## src/rtl/vid_pixel_pipe_if.sv

```systemverilog
// vid_pixel_pipe_if: pixel write channel between the bus fetch logic and the display FIFO
interface vid_pixel_pipe_if #(
    parameter int FIFO_DEPTH = 16
);
    logic                          wr_valid;
    logic [31:0]                   wr_data;
    logic                          wr_ready;
    logic                          fetch_req;
    logic [$clog2(FIFO_DEPTH):0]   fifo_level;
    modport master (output wr_valid, wr_data, input wr_ready, fetch_req, fifo_level);
    modport slave  (input wr_valid, wr_data, output wr_ready, fetch_req, fifo_level);
endinterface

```

## src/rtl/vid_pixel_pipe.sv

```systemverilog
// vid_pixel_pipe: pixel FIFO plus raster timing generator driving registered sync/blank and RGB
module vid_pixel_pipe #(
    parameter int H_ACTIVE   = 640,
    parameter int H_FP       = 16,
    parameter int H_SYNC     = 96,
    parameter int H_BP       = 48,
    parameter int V_ACTIVE   = 480,
    parameter int V_FP       = 10,
    parameter int V_SYNC     = 2,
    parameter int V_BP       = 33,
    parameter int FIFO_DEPTH = 16,
    parameter int LOW_WATER  = 4
) (
    input  logic            clk,
    input  logic            reset,
    input  logic            enable,
    vid_pixel_pipe_if.slave wr,
    output logic            frame_start,
    output logic            underflow,
    output logic            hsync,
    output logic            hblank,
    output logic            vsync,
    output logic            vblank,
    output logic [7:0]      R,
    output logic [7:0]      G,
    output logic [7:0]      B
);
    localparam int H_TOTAL = H_ACTIVE + H_FP + H_SYNC + H_BP;
    localparam int V_TOTAL = V_ACTIVE + V_FP + V_SYNC + V_BP;
    localparam int HW = $clog2(H_TOTAL);
    localparam int VW = $clog2(V_TOTAL);
    localparam int AW = $clog2(FIFO_DEPTH);
    localparam int LW = AW + 1;
    localparam logic [HW-1:0] H_ACT  = HW'(H_ACTIVE);
    localparam logic [HW-1:0] H_SS   = HW'(H_ACTIVE + H_FP);
    localparam logic [HW-1:0] H_SE   = HW'(H_ACTIVE + H_FP + H_SYNC);
    localparam logic [HW-1:0] H_LAST = HW'(H_TOTAL - 1);
    localparam logic [VW-1:0] V_ACT  = VW'(V_ACTIVE);
    localparam logic [VW-1:0] V_SS   = VW'(V_ACTIVE + V_FP);
    localparam logic [VW-1:0] V_SE   = VW'(V_ACTIVE + V_FP + V_SYNC);
    localparam logic [VW-1:0] V_LAST = VW'(V_TOTAL - 1);
    localparam logic [LW-1:0] FULL   = LW'(FIFO_DEPTH);
    localparam logic [LW-1:0] LOW    = LW'(LOW_WATER);

    logic [HW-1:0] hcnt_q, hcnt_d;
    logic [VW-1:0] vcnt_q, vcnt_d;
    logic [AW-1:0] wr_ptr_q, wr_ptr_d, rd_ptr_q, rd_ptr_d;
    logic [LW-1:0] level_q, level_d;
    logic          underflow_q, underflow_d;
    logic          frame_start_q, frame_start_d;
    logic          hsync_q, hsync_d, hblank_q, hblank_d;
    logic          vsync_q, vsync_d, vblank_q, vblank_d;
    logic [23:0]   rgb_q, rgb_d;
    logic [23:0]   mem_q [FIFO_DEPTH];
    logic          active, push, pop;
    logic          unused_hi;

    assign unused_hi     = ^wr.wr_data[31:24];
    assign wr.wr_ready   = enable && (level_q != FULL);
    assign wr.fetch_req  = enable && (level_q < LOW);
    assign wr.fifo_level = level_q;
    assign frame_start   = frame_start_q;
    assign underflow     = underflow_q;
    assign hsync         = hsync_q;
    assign hblank        = hblank_q;
    assign vsync         = vsync_q;
    assign vblank        = vblank_q;
    assign {R, G, B}     = rgb_q;

    // Next raster position, FIFO bookkeeping and the outputs for the current position; disable forces idle
    always_comb begin
        active        = (hcnt_q < H_ACT) && (vcnt_q < V_ACT);
        push          = wr.wr_valid && wr.wr_ready;
        pop           = enable && active && (level_q != '0);
        hcnt_d        = (!enable || hcnt_q == H_LAST) ? '0 : hcnt_q + HW'(1);
        vcnt_d        = !enable ? '0 : (hcnt_q != H_LAST) ? vcnt_q : (vcnt_q == V_LAST) ? '0 : vcnt_q + VW'(1);
        wr_ptr_d      = !enable ? '0 : wr_ptr_q + AW'(push);
        rd_ptr_d      = !enable ? '0 : rd_ptr_q + AW'(pop);
        level_d       = !enable ? '0 : level_q + LW'(push) - LW'(pop);
        underflow_d   = enable && (underflow_q || (active && level_q == '0));
        frame_start_d = enable && (hcnt_q == '0) && (vcnt_q == '0);
        hblank_d      = enable && (hcnt_q >= H_ACT);
        hsync_d       = enable && (hcnt_q >= H_SS) && (hcnt_q < H_SE);
        vblank_d      = enable && (vcnt_q >= V_ACT);
        vsync_d       = enable && (vcnt_q >= V_SS) && (vcnt_q < V_SE);
        rgb_d         = pop ? mem_q[rd_ptr_q] : '0;
    end

    // State and output registers; reset wins over everything
    always_ff @(posedge clk) begin
        if (reset) begin
            hcnt_q        <= '0;
            vcnt_q        <= '0;
            wr_ptr_q      <= '0;
            rd_ptr_q      <= '0;
            level_q       <= '0;
            underflow_q   <= 1'b0;
            frame_start_q <= 1'b0;
            hblank_q      <= 1'b0;
            hsync_q       <= 1'b0;
            vblank_q      <= 1'b0;
            vsync_q       <= 1'b0;
            rgb_q         <= '0;
        end else begin
            hcnt_q        <= hcnt_d;
            vcnt_q        <= vcnt_d;
            wr_ptr_q      <= wr_ptr_d;
            rd_ptr_q      <= rd_ptr_d;
            level_q       <= level_d;
            underflow_q   <= underflow_d;
            frame_start_q <= frame_start_d;
            hblank_q      <= hblank_d;
            hsync_q       <= hsync_d;
            vblank_q      <= vblank_d;
            vsync_q       <= vsync_d;
            rgb_q         <= rgb_d;
        end
    end

    // Pixel storage; only the 24 colour bits are kept
    always_ff @(posedge clk) begin
        if (push) mem_q[wr_ptr_q] <= wr.wr_data[23:0];
    end
endmodule

```

## src/flat_wrapper.sv

```systemverilog
// flat-port wrapper written by rule: the top's interface ports become plain ports
module vid_pixel_pipe_flat 
#(
    parameter int H_ACTIVE   = 640,
    parameter int H_FP       = 16,
    parameter int H_SYNC     = 96,
    parameter int H_BP       = 48,
    parameter int V_ACTIVE   = 480,
    parameter int V_FP       = 10,
    parameter int V_SYNC     = 2,
    parameter int V_BP       = 33,
    parameter int FIFO_DEPTH = 16,
    parameter int LOW_WATER  = 4
)
  (clk, reset, enable, frame_start, underflow, hsync, hblank, vsync, vblank, R, G, B, wr_wr_valid, wr_wr_data, wr_wr_ready, wr_fetch_req, wr_fifo_level);
  vid_pixel_pipe_if #(.FIFO_DEPTH(FIFO_DEPTH)) wr_i ();
  input  logic clk;
  input  logic reset;
  input  logic enable;
  output logic frame_start;
  output logic underflow;
  output logic hsync;
  output logic hblank;
  output logic vsync;
  output logic vblank;
  output logic [7:0] R;
  output logic [7:0] G;
  output logic [7:0] B;
  input wire logic [$bits(wr_i.wr_valid)-1:0] wr_wr_valid;
  input wire logic [$bits(wr_i.wr_data)-1:0] wr_wr_data;
  output wire logic [$bits(wr_i.wr_ready)-1:0] wr_wr_ready;
  output wire logic [$bits(wr_i.fetch_req)-1:0] wr_fetch_req;
  output wire logic [$bits(wr_i.fifo_level)-1:0] wr_fifo_level;
  assign wr_i.wr_valid = wr_wr_valid;
  assign wr_i.wr_data = wr_wr_data;
  assign wr_wr_ready = wr_i.wr_ready;
  assign wr_fetch_req = wr_i.fetch_req;
  assign wr_fifo_level = wr_i.fifo_level;
  vid_pixel_pipe #(.H_ACTIVE(H_ACTIVE), .H_FP(H_FP), .H_SYNC(H_SYNC), .H_BP(H_BP), .V_ACTIVE(V_ACTIVE), .V_FP(V_FP), .V_SYNC(V_SYNC), .V_BP(V_BP), .FIFO_DEPTH(FIFO_DEPTH), .LOW_WATER(LOW_WATER)) u_core (.clk(clk), .reset(reset), .enable(enable), .wr(wr_i), .frame_start(frame_start), .underflow(underflow), .hsync(hsync), .hblank(hblank), .vsync(vsync), .vblank(vblank), .R(R), .G(G), .B(B));
endmodule
```

## config.mk

```make
export PLATFORM = sky130hd
export DESIGN_NAME = vid_pixel_pipe_flat
export DESIGN_NICKNAME = d
export VERILOG_FILES = /design/src/rtl/vid_pixel_pipe_if.sv /design/src/rtl/vid_pixel_pipe.sv /design/src/flat_wrapper.sv
export SDC_FILE = /design/constraint.sdc
export NUM_CORES = 1
export LEC_CHECK = 0
export CAP_MARGIN = 20
export CORE_MARGIN = 2
export CORE_UTILIZATION = 40
export DETAILED_ROUTE_END_ITERATION = 8
export DONT_BUFFER_PORTS = 1
export SLEW_MARGIN = 20
export SYNTH_ARGS = -nofsm -noshare
export SYNTH_HDL_FRONTEND = slang
export SYNTH_SLANG_ARGS = --single-unit
```

## constraint.sdc

```tcl
create_clock -name clk -period 9.45 [get_ports clk]
set_input_delay 1.89 -clock clk [delete_from_list [all_inputs] [get_ports clk]]
set_output_delay 1.89 -clock clk [all_outputs]
set_load 0.005 [all_outputs]
```

==> impl_results.md <==
* Hpwl dp at between 15,000 and 20,000 microns
* Synthesized flop and latch total at approximately 450
* Clk buf depth at 3
* Initial core utilization at 0.407
* Fraction of layout cells with a size suffix above 1 at 0.261
* Largest delay share family, worst path: simple AND/OR/NAND/NOR gates
* CTS tree: done
* Worst-Margin Slew at about 1.1 ns
* Rows at between 70 and 80
* Data arrival time of the critical path at between 2 and 2.5 ns
* Compound-Gate Fraction of Synth Area at 0.0229
* Placed instance count at approximately 1,400
* Total Die Area at 0.0445 sq mm
* Highest clock rate at 0.254 GHz
* Ports at between 70 and 80
* Drt drc at 0
* GRT overflow at 0
* Adder-cell share of the synthesized area at 0.0114
* Multiplexer area fraction after synthesis at 0.156
* Max-slew headroom at 0.259
* Max cap viols at 0
* Post-synth EDFFs at about 380
* Slack of the worst reg-to-reg path at between 6 and 7 ns
* Mapped Cells at between 800 and 900
* Skew-Pair Late Insertion Delay at 0.57 ns
* Setup CP Type: primary input to output pin
* Layout Nets at between 900 and 1,000
* Final non-filler cell total at approximately 1,500
* Syn nets at 905
* Cell Area, Synth at between 0.015 and 0.02 sq mm
* Vias per cell at between 5 and 6
* Slew Viols, Final at 0
* Die Ht at between 200 and 250 microns
* Peak supply drop at approximately 170 uV
* CP Buf/Inv Count at 0
* Pleak at 6.03 nW
* DRT Pass-1 Iters at 5
* Post-CTS Setup Bufs at 0
* Port Buf Inserts at 0
* Hold Path Depth at 1
* Antenna Cells at 0
* Placer Congestion at roughly 0.75
* Final setup TNS at 0 ns
* CP endpoint kind: output pin
* Critical-path top delay cell: and3_1
* Die X at 211 microns
* P&R area growth vs syn at 13.3%
* Pin count of the biggest net entering global routing at 53
* Initial antenna violation count at 0
* R2R cell count at 13
* Distinct cell type count after synthesis at 54
* Minimum clock period at a little under 4 ns
* Mean Syn Cell Area at between 20 and 25 sq um
* H-tree Lvls at 2
* Fraction of the mapped netlist area in simple logic gates at 0.0396
* Slowest stage delay, CP at roughly 0.15 ns
* Vias in the first global route at about 8,300
* Sequential area share after synthesis at 0.747
* Ys Warns at 0
* HP Start: u_core.hcnt_q[0]$_SDFF_PP0_
* Reg2Reg Launch Point: u_core.wr.fifo_level[2]$_SDFF_PP0_
* Routed len/inst at between 20 and 25 microns
* Final wirelength at about 33,000 microns
* Post-synthesis async set-or-reset flop share at 0
* Drt initial violations at between 400 and 500
* XOR/XNOR Fraction of Synth Area at 0.00818
* RSZ-0062 raised after global routing: no
* Hold Crit Class: register to register
* Max FO, Critical Path at 5
* Final Cycle Share at 0.416
* CP Depth at 1
* Final Hold Viols at 0
* Final setup vio count at 0
* Cts hold-fix bufs at 0
* Antenna-violating nets left at 0
* Main synth FF type: edfxtp_1
* Critical Path RT at roughly 7.6 ns
* Status: completed
* Gates resized, CTS repair at 0
* Element type at the critical path start: primary input
* First-pass GRT wire length at 51,000 microns
* Root buffer cell: clkbuf_16
* CTS sink cnt at 447
* CTS Buf Count at 47
* Crit. Startpoint: enable
* Core Footprint at 0.0421 sq mm
* Worst-path cell chain: and3_1
* Main combinational cell family by area after synthesis: multiplexers
* Clock transition at path regs at around 0.06 ns
* Routed vias at 7,845
* GRT Total Usage at 0.156
* PwrDens at 225 mW/mm^2
* Final Skew at approximately 0.011 ns
through the flow:
stage	util	hold WS (ns)	cell area [sq um]	setup slack (ns)	power, mW
6_report	0.461	0.488	19400	5.52	4.37
5_1_grt	0.461	0.516	19400	5.51	4.53
4_1_cts	0.461	0.497	19400	5.52	4.42
3_5_place_dp	0.424	0.486	17900	5.30	2.60
3_3_place_gp	0.424	0.455	17900	5.34	2.60
2_1_floorplan	-	0.437	17100	4.25	2.52
layout by cell type (no fill, tap or decap), types with 10 or more instances in the layout:
cell       count
nand3_1       13
mux2_2        24
nand2_1       11
ha_1          14
a21oi_1       10
a2bb2o_1      22
dfxtp_1       60
xnor2_1       10
clkbuf_16     48
mux4_2        96
inv_1         17
nor2_1        27
mux2i_1       24
buf_4         17
edfxtp_1     384
clkbuf_1      10
cells in the mapped netlist, drive strengths merged, types with 4 or more instances:
library cell,instances,area share
and3,4,0.0015
a21oi,11,0.0034
nor4,10,0.0037
mux4,96,0.13
xnor2,10,0.0051
nor4b,4,0.0020
mux2i,24,0.014
xor2,6,0.0031
clkbuf,23,0.0052
or3,5,0.0021
edfxtp,384,0.67
nand2,11,0.0024
ha,14,0.010
nand2b,5,0.0018
a2bb2o,22,0.013
dfxtp,63,0.074
nand3,13,0.0038
nor3,5,0.0015
inv,17,0.0037
and2,5,0.0018
buf,21,0.0064
nand4,7,0.0029
o21ai,7,0.0020
mux2,24,0.016
nor2,36,0.0079
state kept, by name (all words and copies together) (netlist names):
name	count
u_core.hblank	1
u_core.hsync	1
u_core.rd_ptr_q	4
u_core.underflow	1
u_core.vcnt_q	10
u_core.wr.fifo_level	5
u_core.mem_q	384
u_core.hcnt_q	10
u_core.vsync	1
u_core.frame_start	1
u_core.rgb_q	24
u_core.wr_ptr_q	4
u_core.vblank	1
worst register-to-register path, stage by stage (launching register included):
cell	delay (ns)
dfxtp_1	0.33
inv_1	0.11
ha_1	0.20
or4b_2	0.61
and4_1	0.29
ha_1	0.30
inv_1	0.06
ha_1	0.18
inv_1	0.06
fa_1	0.37
nand2b_1	0.17
a21oi_1	0.18
or3_1	0.12
a21oi_1	0.05
cells by family (layout without fill, tap and decap cells):
| logic type | after synthesis | after routing |
|---|---|---|
| simple gates | 121 | 121 |
| buf+inv | 61 | 121 |
| fa+ha+maj | 15 | 15 |
| mux | 144 | 144 |
| flops | 447 | 447 |
| xor+xnor | 16 | 16 |
| compound gates | 50 | 50 |
report_power, final:
part | switching (mW) | internal (mW) | total, mW
clock network | 0.732 | 1.09 | 1.82
registers | 0.0334 | 2.18 | 2.21
logic | 0.158 | 0.178 | 0.336
path summary, 6_finish.rpt:
kind,endpoint
worst max-delay path,wr_fetch_req
worst min-delay path,u_core.hcnt_q[0]$_SDFF_PP0_
worst max register to register,u_core.wr.fifo_level[4]$_SDFF_PP0_
worst min register to register,u_core.hcnt_q[0]$_SDFF_PP0_
routing by layer:
metal,vias to the layer above,GRT usage,share of wire
met3,50,0.0332,0.049
met5,-,0,0
met4,0,0.0532,0.022
met1,4123,0.200,0.43
li1,3513,-,-
met2,159,0.265,0.50
area by class of cell:
cell class,instances,area [sq um]
clock buffer,67,1360
clock inverter,20,189
fill,3472,22700
inverter,17,63.8
multi-input combinational,346,4190
sequential,447,12800
tap,539,674
timing repair buffer,17,128
Power figures use the tool's default switching activity.
